**src/rtl/mul_pkg.sv**
```systemverilog
// Shared types and elaboration helpers for the sequential Booth multiplier.
// Latency: none (declarations only).
// Backpressure: none (declarations only).
package mul_pkg;

    // Controller states: waiting, retiring digits, one-cycle result strobe
    typedef enum logic [1:0] {
        ST_IDLE   = 2'd0,
        ST_RUN    = 2'd1,
        ST_FINISH = 2'd2
    } state_t;

    // Number of Booth digits needed to cover WIDTH bits plus one extension bit:
    // ceil((width + 1) / digit_bits)
    function automatic int num_digits(input int width, input int digit_bits);
        return (width + digit_bits) / digit_bits;
    endfunction

    // Radix 4, 8 and 16 are the supported recodings
    function automatic bit digit_bits_legal(input int digit_bits);
        return (digit_bits >= 2) && (digit_bits <= 4);
    endfunction

endpackage

```
**src/rtl/booth_digit_encoder.sv**
```systemverilog
// Recodes a (DIGIT_BITS+1)-bit Booth window into sign and magnitude.
// Latency: combinational.
// Backpressure: none.
module booth_digit_encoder #(
    parameter int DIGIT_BITS = 4
) (
    input  logic [DIGIT_BITS:0]   window,
    output logic                  neg,
    output logic [DIGIT_BITS-1:0] mag
);

    localparam int D = DIGIT_BITS;

    // Digit range is -2^(D-1)..+2^(D-1), so D+1 signed bits hold it exactly
    logic [D:0] pos_part;
    logic [D:0] neg_part;
    logic [D:0] val;

    // Weighted window sum: -2^(D-1)*w[D] + w[D-1:1] + w[0], then sign/magnitude split
    always_comb begin
        pos_part = {2'b00, window[D-1:1]} + {{D{1'b0}}, window[0]};
        neg_part = {1'b0, window[D], {(D-1){1'b0}}};
        val      = pos_part - neg_part;
        neg      = val[D];
        // |val| <= 2^(D-1) < 2^D, so the low D bits of the negation are the magnitude
        mag      = neg ? ((~val[D-1:0]) + {{(D-1){1'b0}}, 1'b1}) : val[D-1:0];
    end

endmodule

```
**src/rtl/booth_seq_multiplier.sv**
```systemverilog
// Sequential radix-2^DIGIT_BITS Booth multiplier (MULT/MULTU), one digit per clock, LSD first.
// Latency: N = ceil((WIDTH+1)/DIGIT_BITS) cycles from Start edge to Done; 1..N with BOOTH_ZERO_SKIP_EN.
// Backpressure: Start is ignored while Busy; a Start during the Done cycle is accepted back-to-back.
module booth_seq_multiplier
    import mul_pkg::*;
#(
    parameter int WIDTH      = 32,
    parameter int DIGIT_BITS = 4
) (
    input  logic               Clk,
    input  logic               Reset_n,
    input  logic               Start,
    input  logic               Signed,
    input  logic [WIDTH-1:0]   A,
    input  logic [WIDTH-1:0]   B,
    output logic               Busy,
    output logic               Done,
    output logic [2*WIDTH-1:0] Product
);

    localparam int D   = DIGIT_BITS;
    localparam int N   = num_digits(WIDTH, D);
    localparam int NB  = N * D;              // extended multiplier width
    localparam int PPW = WIDTH + D + 1;      // signed partial product width
    localparam int PW  = 2 * WIDTH;          // product width
    localparam int SW  = PW + D + 1;         // sign-extended partial product before shift
    localparam int CW  = $clog2(N + 1);

    if (!digit_bits_legal(DIGIT_BITS)) begin : g_bad_digit_bits
        $error("booth_seq_multiplier: DIGIT_BITS must be 2, 3 or 4");
    end
    if (WIDTH < 4) begin : g_bad_width
        $error("booth_seq_multiplier: WIDTH must be at least 4");
    end

    state_t          state_q;
    logic [CW-1:0]   cnt_q;
    logic [NB:0]     bx_q;      // bit 0 holds the current window's bit k*D-1
    logic [WIDTH:0]  a_ext_q;
    logic [PW-1:0]   acc_q;
    logic [PW-1:0]   product_q;

    logic            dig_neg;
    logic [D-1:0]    dig_mag;

    booth_digit_encoder #(
        .DIGIT_BITS (D)
    ) u_enc (
        .window (bx_q[D:0]),
        .neg    (dig_neg),
        .mag    (dig_mag)
    );

    logic signed [PPW-1:0] a_wide;
    logic signed [PPW-1:0] mag_wide;
    logic signed [PPW-1:0] pp_mag;
    logic signed [PPW-1:0] pp;
    logic [SW-1:0]         pp_ext;
    logic [PW-1:0]         pp_shift;
    logic [PW-1:0]         acc_nxt;
    logic [NB:0]           bx_nxt;
    logic [NB:0]           bx_load;
    logic [WIDTH:0]        a_load;
    logic                  last_digit;
    logic                  finish_now;
    int                    shamt;

    // Digit x A partial product, weighted by 2^(k*D) and added into the product-width accumulator
    always_comb begin
        a_wide   = {{D{a_ext_q[WIDTH]}}, a_ext_q};
        mag_wide = {{(PPW-D){1'b0}}, dig_mag};
        pp_mag   = a_wide * mag_wide;
        pp       = dig_neg ? -pp_mag : pp_mag;
        pp_ext   = {{(SW-PPW){pp[PPW-1]}}, pp};
        shamt    = int'(cnt_q) * D;
        // Anything above bit 2*WIDTH-1 is discarded by the final truncation anyway
        pp_shift = PW'(pp_ext << shamt);
        acc_nxt  = acc_q + pp_shift;
        // Arithmetic shift keeps the extension bits consistent for the next window
        bx_nxt   = $signed(bx_q) >>> D;
        bx_load  = {{(NB-WIDTH){Signed & B[WIDTH-1]}}, B, 1'b0};
        a_load   = {Signed & A[WIDTH-1], A};
        last_digit = (cnt_q == CW'(N - 1));
`ifdef BOOTH_ZERO_SKIP_EN
        // Remaining bits all equal means every later digit recodes to zero
        finish_now = last_digit | (&bx_nxt) | ~(|bx_nxt);
`else
        finish_now = last_digit;
`endif
    end

    // Controller plus datapath: capture on accepted Start, retire one digit per RUN cycle
    always_ff @(posedge Clk or negedge Reset_n) begin
        if (!Reset_n) begin
            state_q   <= ST_IDLE;
            cnt_q     <= '0;
            bx_q      <= '0;
            a_ext_q   <= '0;
            acc_q     <= '0;
            product_q <= '0;
        end else begin
            case (state_q)
                ST_IDLE, ST_FINISH: begin
                    if (Start) begin
                        state_q <= ST_RUN;
                        cnt_q   <= '0;
                        bx_q    <= bx_load;
                        a_ext_q <= a_load;
                        acc_q   <= '0;
                    end else begin
                        state_q <= ST_IDLE;
                    end
                end
                ST_RUN: begin
                    acc_q <= acc_nxt;
                    bx_q  <= bx_nxt;
                    cnt_q <= cnt_q + CW'(1);
                    if (finish_now) begin
                        state_q   <= ST_FINISH;
                        product_q <= acc_nxt;
                    end
                end
                default: state_q <= ST_IDLE;
            endcase
        end
    end

    assign Busy    = (state_q == ST_RUN);
    assign Done    = (state_q == ST_FINISH);
    assign Product = product_q;

endmodule
```
**config.mk**
```make
export PLATFORM = sky130hd
export DESIGN_NAME = booth_seq_multiplier
export DESIGN_NICKNAME = d
export VERILOG_FILES = /design/src/rtl/mul_pkg.sv /design/src/rtl/booth_digit_encoder.sv /design/src/rtl/booth_seq_multiplier.sv
export SDC_FILE = /design/constraint.sdc
export NUM_CORES = 1
export LEC_CHECK = 0
export ABC_AREA = 0
export CAP_MARGIN = 20
export CORE_MARGIN = 2
export CORE_UTILIZATION = 49
export DETAILED_ROUTE_END_ITERATION = 12
export PLACE_DENSITY = 0.68
export RECOVER_POWER = 25
export REMOVE_ABC_BUFFERS = 1
export SYNTH_ARGS = -nofsm -noshare
export SYNTH_HDL_FRONTEND = slang
export SYNTH_SLANG_ARGS = --single-unit
```
**constraint.sdc**
```tcl
create_clock -name Clk -period 17.7 [get_ports Clk]
set_clock_uncertainty 0.2 [all_clocks]
set_input_delay 1.77 -clock Clk [delete_from_list [all_inputs] [get_ports Clk]]
set_output_delay 1.77 -clock Clk [all_outputs]
set_load 0.05 [all_outputs]
```
* Yosys cells after proc, flatten, opt, wreduce, memory -nomap -nowiden
Cells that the tools add are included.
Cells by class: $add $sub $neg 6, equality and inequality tests 5, bitwise gates (word level) 4, shift-type cells 1, muxes and demuxes 11, reduce and logical (&&, ||, !) cells 7, multiply operators 1
Operators by type and width (count):
- one-hot mux 64 bit (2 select lines) | 1
- two-way mux 37 bit | 2
- one-hot mux 37 bit (2 select lines) | 1
- left shift 69 x 6 -> 64 bit | 1
- adder 64 bit | 1
- two-way mux 64 bit | 1
- multiplier 33 x 5 -> 37 bit | 1
- negation 37 bit | 1
- adder 4 x 1 -> 4 bit, second input constant | 2
- two-way mux 4 bit | 2
- one-hot mux 4 bit (2 select lines) | 1
- AND reduction 2 bit | 3
- subtractor 5 x 4 -> 5 bit | 1
- adder 3 x 1 -> 4 bit | 1
- equality test 4 bit, second input constant | 1
- NOT 4 bit | 1
- one-hot mux 2 bit (2 select lines) | 1
- AND reduction 3 bit | 1
- AND 1 bit | 2
- equality test 2 x 1 -> 1 bit, second input constant | 1
- equality test 2 bit, second input constant | 1
- zero test 2 bit | 1
- two-way mux 2 bit | 1
- != test 2 x 1 -> 1 bit, second input constant | 1
- other kinds (5) | 5
Word-level totals: bits in registers 204, input bits 68, output and inout port bits 66

* Logic depth before layout (Yosys ltp)
word-level depth 11, depth in mapped cells 47

* Cells and area by module
Synthesis repeated with hierarchy kept, for this count alone.
Second synthesis, totals: cells, all modules 2372, area, all modules 19733.9 um2
Modules (own cells, without submodules):
- booth_seq_multiplier | seq. area each 5054.8 um2, area each 19530.0 um2, cells each 2348, instances 1
- booth_digit_encoder | seq. area each 0.0 um2, area each 203.9 um2, cells each 24, instances 1

* Least setup slack after synthesis
Ideal clock, no wire load.
path type register to register, from reg bx_q[0], to reg product_q[60] (netlist: Product[60]), setup slack 7.024 ns, cell stages (with the launch flop) 45, setup time 0.125 ns, data arrival time 10.351 ns, cell sequence dfrtp_1 > ha_1 > nand3_1 > ha_1 > clkbuf_1 > clkbuf_1 > clkbuf_1 > o21ai_0 > xor2_1 > clkbuf_1 > and2_1 > ha_1 > fa_1 > inv_1 > fa_1 > inv_1 > ha_1 > buf_6 > [9 not listed] > xnor2_1 > mux2_2 > mux2_2 > o21ai_0 > and2_1 > ha_1 > clkbuf_1 > a21oi_1 > o21bai_1 > a41o_1 > a221oi_1 > o21ai_0 > a41o_1 > a41oi_1 > o31a_1 > o21ai_0 > xor2_1 > mux2_2
Between the ends: word-level cells in the longest chain between the ends 10
Ends and longest elaborated chain:
- start: declaration | RTL line booth_seq_multiplier.sv:38 | logic [NB:0] bx_q;
- start signal: assignment | RTL line booth_seq_multiplier.sv:107 | bx_q <= bx_load;
- start signal: assignment | RTL line booth_seq_multiplier.sv:116 | bx_q <= bx_nxt;
- adder 3 x 1 -> 4 bit (*) | RTL line booth_digit_encoder.sv:21 | pos_part = {2'b00, window[D-1:1]} + {{D{1'b0}}, window[0]};
- subtractor 5 x 4 -> 5 bit (*) | RTL line booth_digit_encoder.sv:23 | val = pos_part - neg_part;
- NOT 4 bit | RTL line booth_digit_encoder.sv:26 | mag = neg ? ((~val[D-1:0]) + {{(D-1){1'b0}}, 1'b1}) : val[D-1:0];
- adder 4 x 1 -> 4 bit | RTL line booth_digit_encoder.sv:26
- two-way mux 4 bit | RTL line booth_digit_encoder.sv:26
- multiplier 33 x 5 -> 37 bit | RTL line booth_seq_multiplier.sv:72 | pp_mag = a_wide * mag_wide;
- negation 37 bit | RTL line booth_seq_multiplier.sv:73 | pp = dig_neg ? -pp_mag : pp_mag;
- two-way mux 37 bit (*) | RTL line booth_seq_multiplier.sv:73
- left shift 69 x 6 -> 64 bit (*) | RTL line booth_seq_multiplier.sv:77 | pp_shift = PW'(pp_ext << shamt);
- adder 64 bit (*) | RTL line booth_seq_multiplier.sv:78 | acc_nxt = acc_q + pp_shift;
- end signal: assignment | RTL line booth_seq_multiplier.sv:120 | product_q <= acc_nxt;
- end: declaration | RTL line booth_seq_multiplier.sv:41 | logic [PW-1:0] product_q;
Every way passes the cells marked *; elsewhere a longest branch is shown, timed or not. A chain may end at the register's enable or synchronous reset.

* Final worst setup path
from reg bx_q[0], to reg product_q[62] (netlist: Product[62])
Same word-level chain as after synthesis.

==> run summary <==
Num CTS Buffers = 25
Setup CP Type = reg2reg
most frequent cell on the critical path = ha_1
final hold vios = 0
I/O pin count = 134
FF-to-FF Start = bx_q[0]
Tcrit/Tclk final = 71.4%
drt via density = 5.83
Die Span Y = 205 um
worst r2r path cells = 39
Die X-Extent = 205 um
initial core utilization = 49.6%
placed inst area = 0.0214 mm2
max-slew violation count = 137
mapped cell area = 0.0197 mm2
CP Depth = 39
RSZ-0062 raised after global routing = no
metal3 WL = 2820 um
setup TNS = 0 ns
Area contributors post-synth = dfrtp_1, nand2_1, ha_1
core box area = 0.0397 mm2
number of global-route vias before repair = 17200
multiplexer share of the synthesized area = 2.55%
Yosys top cell area share = 25.6%
# Post-CTS Setup Buffers = 0
Critical R2R Capture = Product[62]
min cycle time layout = 12.63 ns
Synth Area in Adders = 15.7%
Max Fclk = 79.2 MHz
Max clock buf depth = 3
routed via count = 17700
average size of a mapped cell = 8.05 um2
DR WL met2 = 24600 um
global-route usage over all layers = 25.9%
CTS tree = yes
Placed Cells = 2991
Async SR Flop Fraction = 100%
Primary FF master, synth = dfrtp_1
initial drt markers = 1433
CP Launch Point = bx_q[0]
post-cts resize count = 0
EDFF count, synth = 0
leading cell type by number of instances after synthesis = nand2_1
WHS = 0.271 ns
final net count = 2770
fin cells = 3036
Final Cell Area = 0.0223 mm2
Layout area overhead = 12.9%
register area share after synthesis = 25.6%
Port Buffer Count = 133
Worst slew margin = -184%
clock insertion delay at the later pin of the skew report = 0.56 ns
Ys Warns = 0
complex-gate fraction of the synthesized area = 21.8%
# hold bufs at CTS = 0
initial antenna violation count = 0
ant diodes = 0
Routed WL per cell = 17.7 um
worst hold path class = reg2reg
largest net degree at the start of global routing = 83
GPL Wtd Cong = 0.918
HPWL after DPL = 40900 um
Post-Synth XOR/XNOR Area = 5.58%
Worst Path Required = 17.94 ns
largest family of logic cells by synthesized area = simple AND/OR/NAND/NOR gates
crit-path leading delay family = compound AO/OA/AOI/OAI gates
CP Buf/Inv Count = 4
Worst setup SP type = register
drt first pass iters = 6
H-Tree Depth = 1
cells after synthesis = 2450
reg2reg setup slack = 5.07 ns
Sink Count = 202
failing checks = capacitance limit, slew limit
Met1 Wirelength = 24900 um
drt drc = 0
commonest cells in the netlist = nand2_1, dfrtp_1, inv_1
status = finished with violations
Yosys reg bits = 202
worst setup path end = Product[62]
setup violators final = 0
clock root cell = clkbuf_16
top sig layer = met4
critical path endpoint category = register
first-pass GRT wire length = 89000 um
Row Count = 73
slowest stage delay, CP = 0.80 ns
Post-DRT Antenna Nets = 0
max cap viols = 2
post-synthesis cell type count = 103
Overflow after GRT = 0
Crit path arrival time = 12.87 ns
FILL cells = 3761
DIE AREA = 0.0419 mm2
top cell type by total area after synthesis = dfrtp_1
Total Routed Length = 53900 um
worst-path maximum fanout = 42
share of cells above drive strength 1 = 5.38%
clock slew at reported path FFs = 0.06 ns
Worst-Margin Slew = 4.26 ns
simple-gate share of the synthesized area = 23.0%
Worst path slowest cell = or4_1
## placed cells by master, fill, tap and decap left out, drive strengths merged, types with 51 or more instances in the layout
cell	count
nor2	127
ha	141
a21oi	137
nor2b	54
and2	95
inv	153
dfrtp	202
o21ai	124
nand2	506
fa	67
a22o	70
a21o	51
xnor2	76
clkdlybuf4s50	132
## worst register-to-register path, delay by kind of cell (launching register included)
family / cells / cell delay [ns]
AOI/OAI and AO/OA: 13 / 4.20
adders and majority gates: 7 / 2.49
and+or+nand+nor: 8 / 2.37
xor gates and xnor gates: 5 / 1.59
buffers and inverters: 4 / 0.89
DFF: 1 / 0.40
muxes: 2 / 0.37
## sequential cells by signal (all words and copies together) (netlist names)
name,cells
cnt_q,4
a_ext_q,33
Product,64
acc_q,64
bx_q,35
state_q,2
## stage by stage
stage | worst slack, ns | util [%]
after floorplan | 5.94 | -
after global routing | 4.24 | 56.1
after CTS | 5.16 | 56.0
final | 5.07 | 56.1
after detailed placement | 5.22 | 53.8
after global placement | 5.31 | 53.8
## layout make-up
cell class | instances | area, um2 | area share (%)
clock buffers | 34 | 709 | 3.19
clock inverters | 10 | 185 | 0.831
inverters | 154 | 579 | 2.60
multi-input cells | 1958 | 13600 | 61.0
flip-flops and latches | 202 | 5060 | 22.7
well taps | 525 | 657 | 2.95
repair buffers | 153 | 1490 | 6.70
## cell families (layout without fill, tap and decap cells)
group | after synthesis | in the layout
AND/OR/NAND/NOR | 966 | 966
AO/OA/AOI/OAI | 615 | 615
buffers and inverters | 290 | 351
adder cells (fa/ha/maj) | 208 | 208
flip-flops | 202 | 202
XOR/XNOR | 121 | 121
multiplexers | 48 | 48
## per-layer routing
metal	global-route usage [%]	vias to the layer above
li1	-	8610
met4	8.31	0
met5	0	-
met2	42.0	505
met1	35.9	8486
met3	3.47	92
## worst min path at each step
stage	start	endpoint	slack, ns	depth (start not counted)
2_1_floorplan	bx_q[10]	bx_q[10]	0.25	2
5_1_grt	Product[13]	Product[13]	0.29	2
4_1_cts	Product[13]	Product[13]	0.28	2
3_3_place_gp	Product[30]	Product[30]	0.26	2
6_report	Product[21]	Product[21]	0.27	2
3_5_place_dp	Product[13]	Product[13]	0.26	2
Power is not shown: default switching activity piles up to over one toggle a cycle in this logic, so the estimate is an artifact.
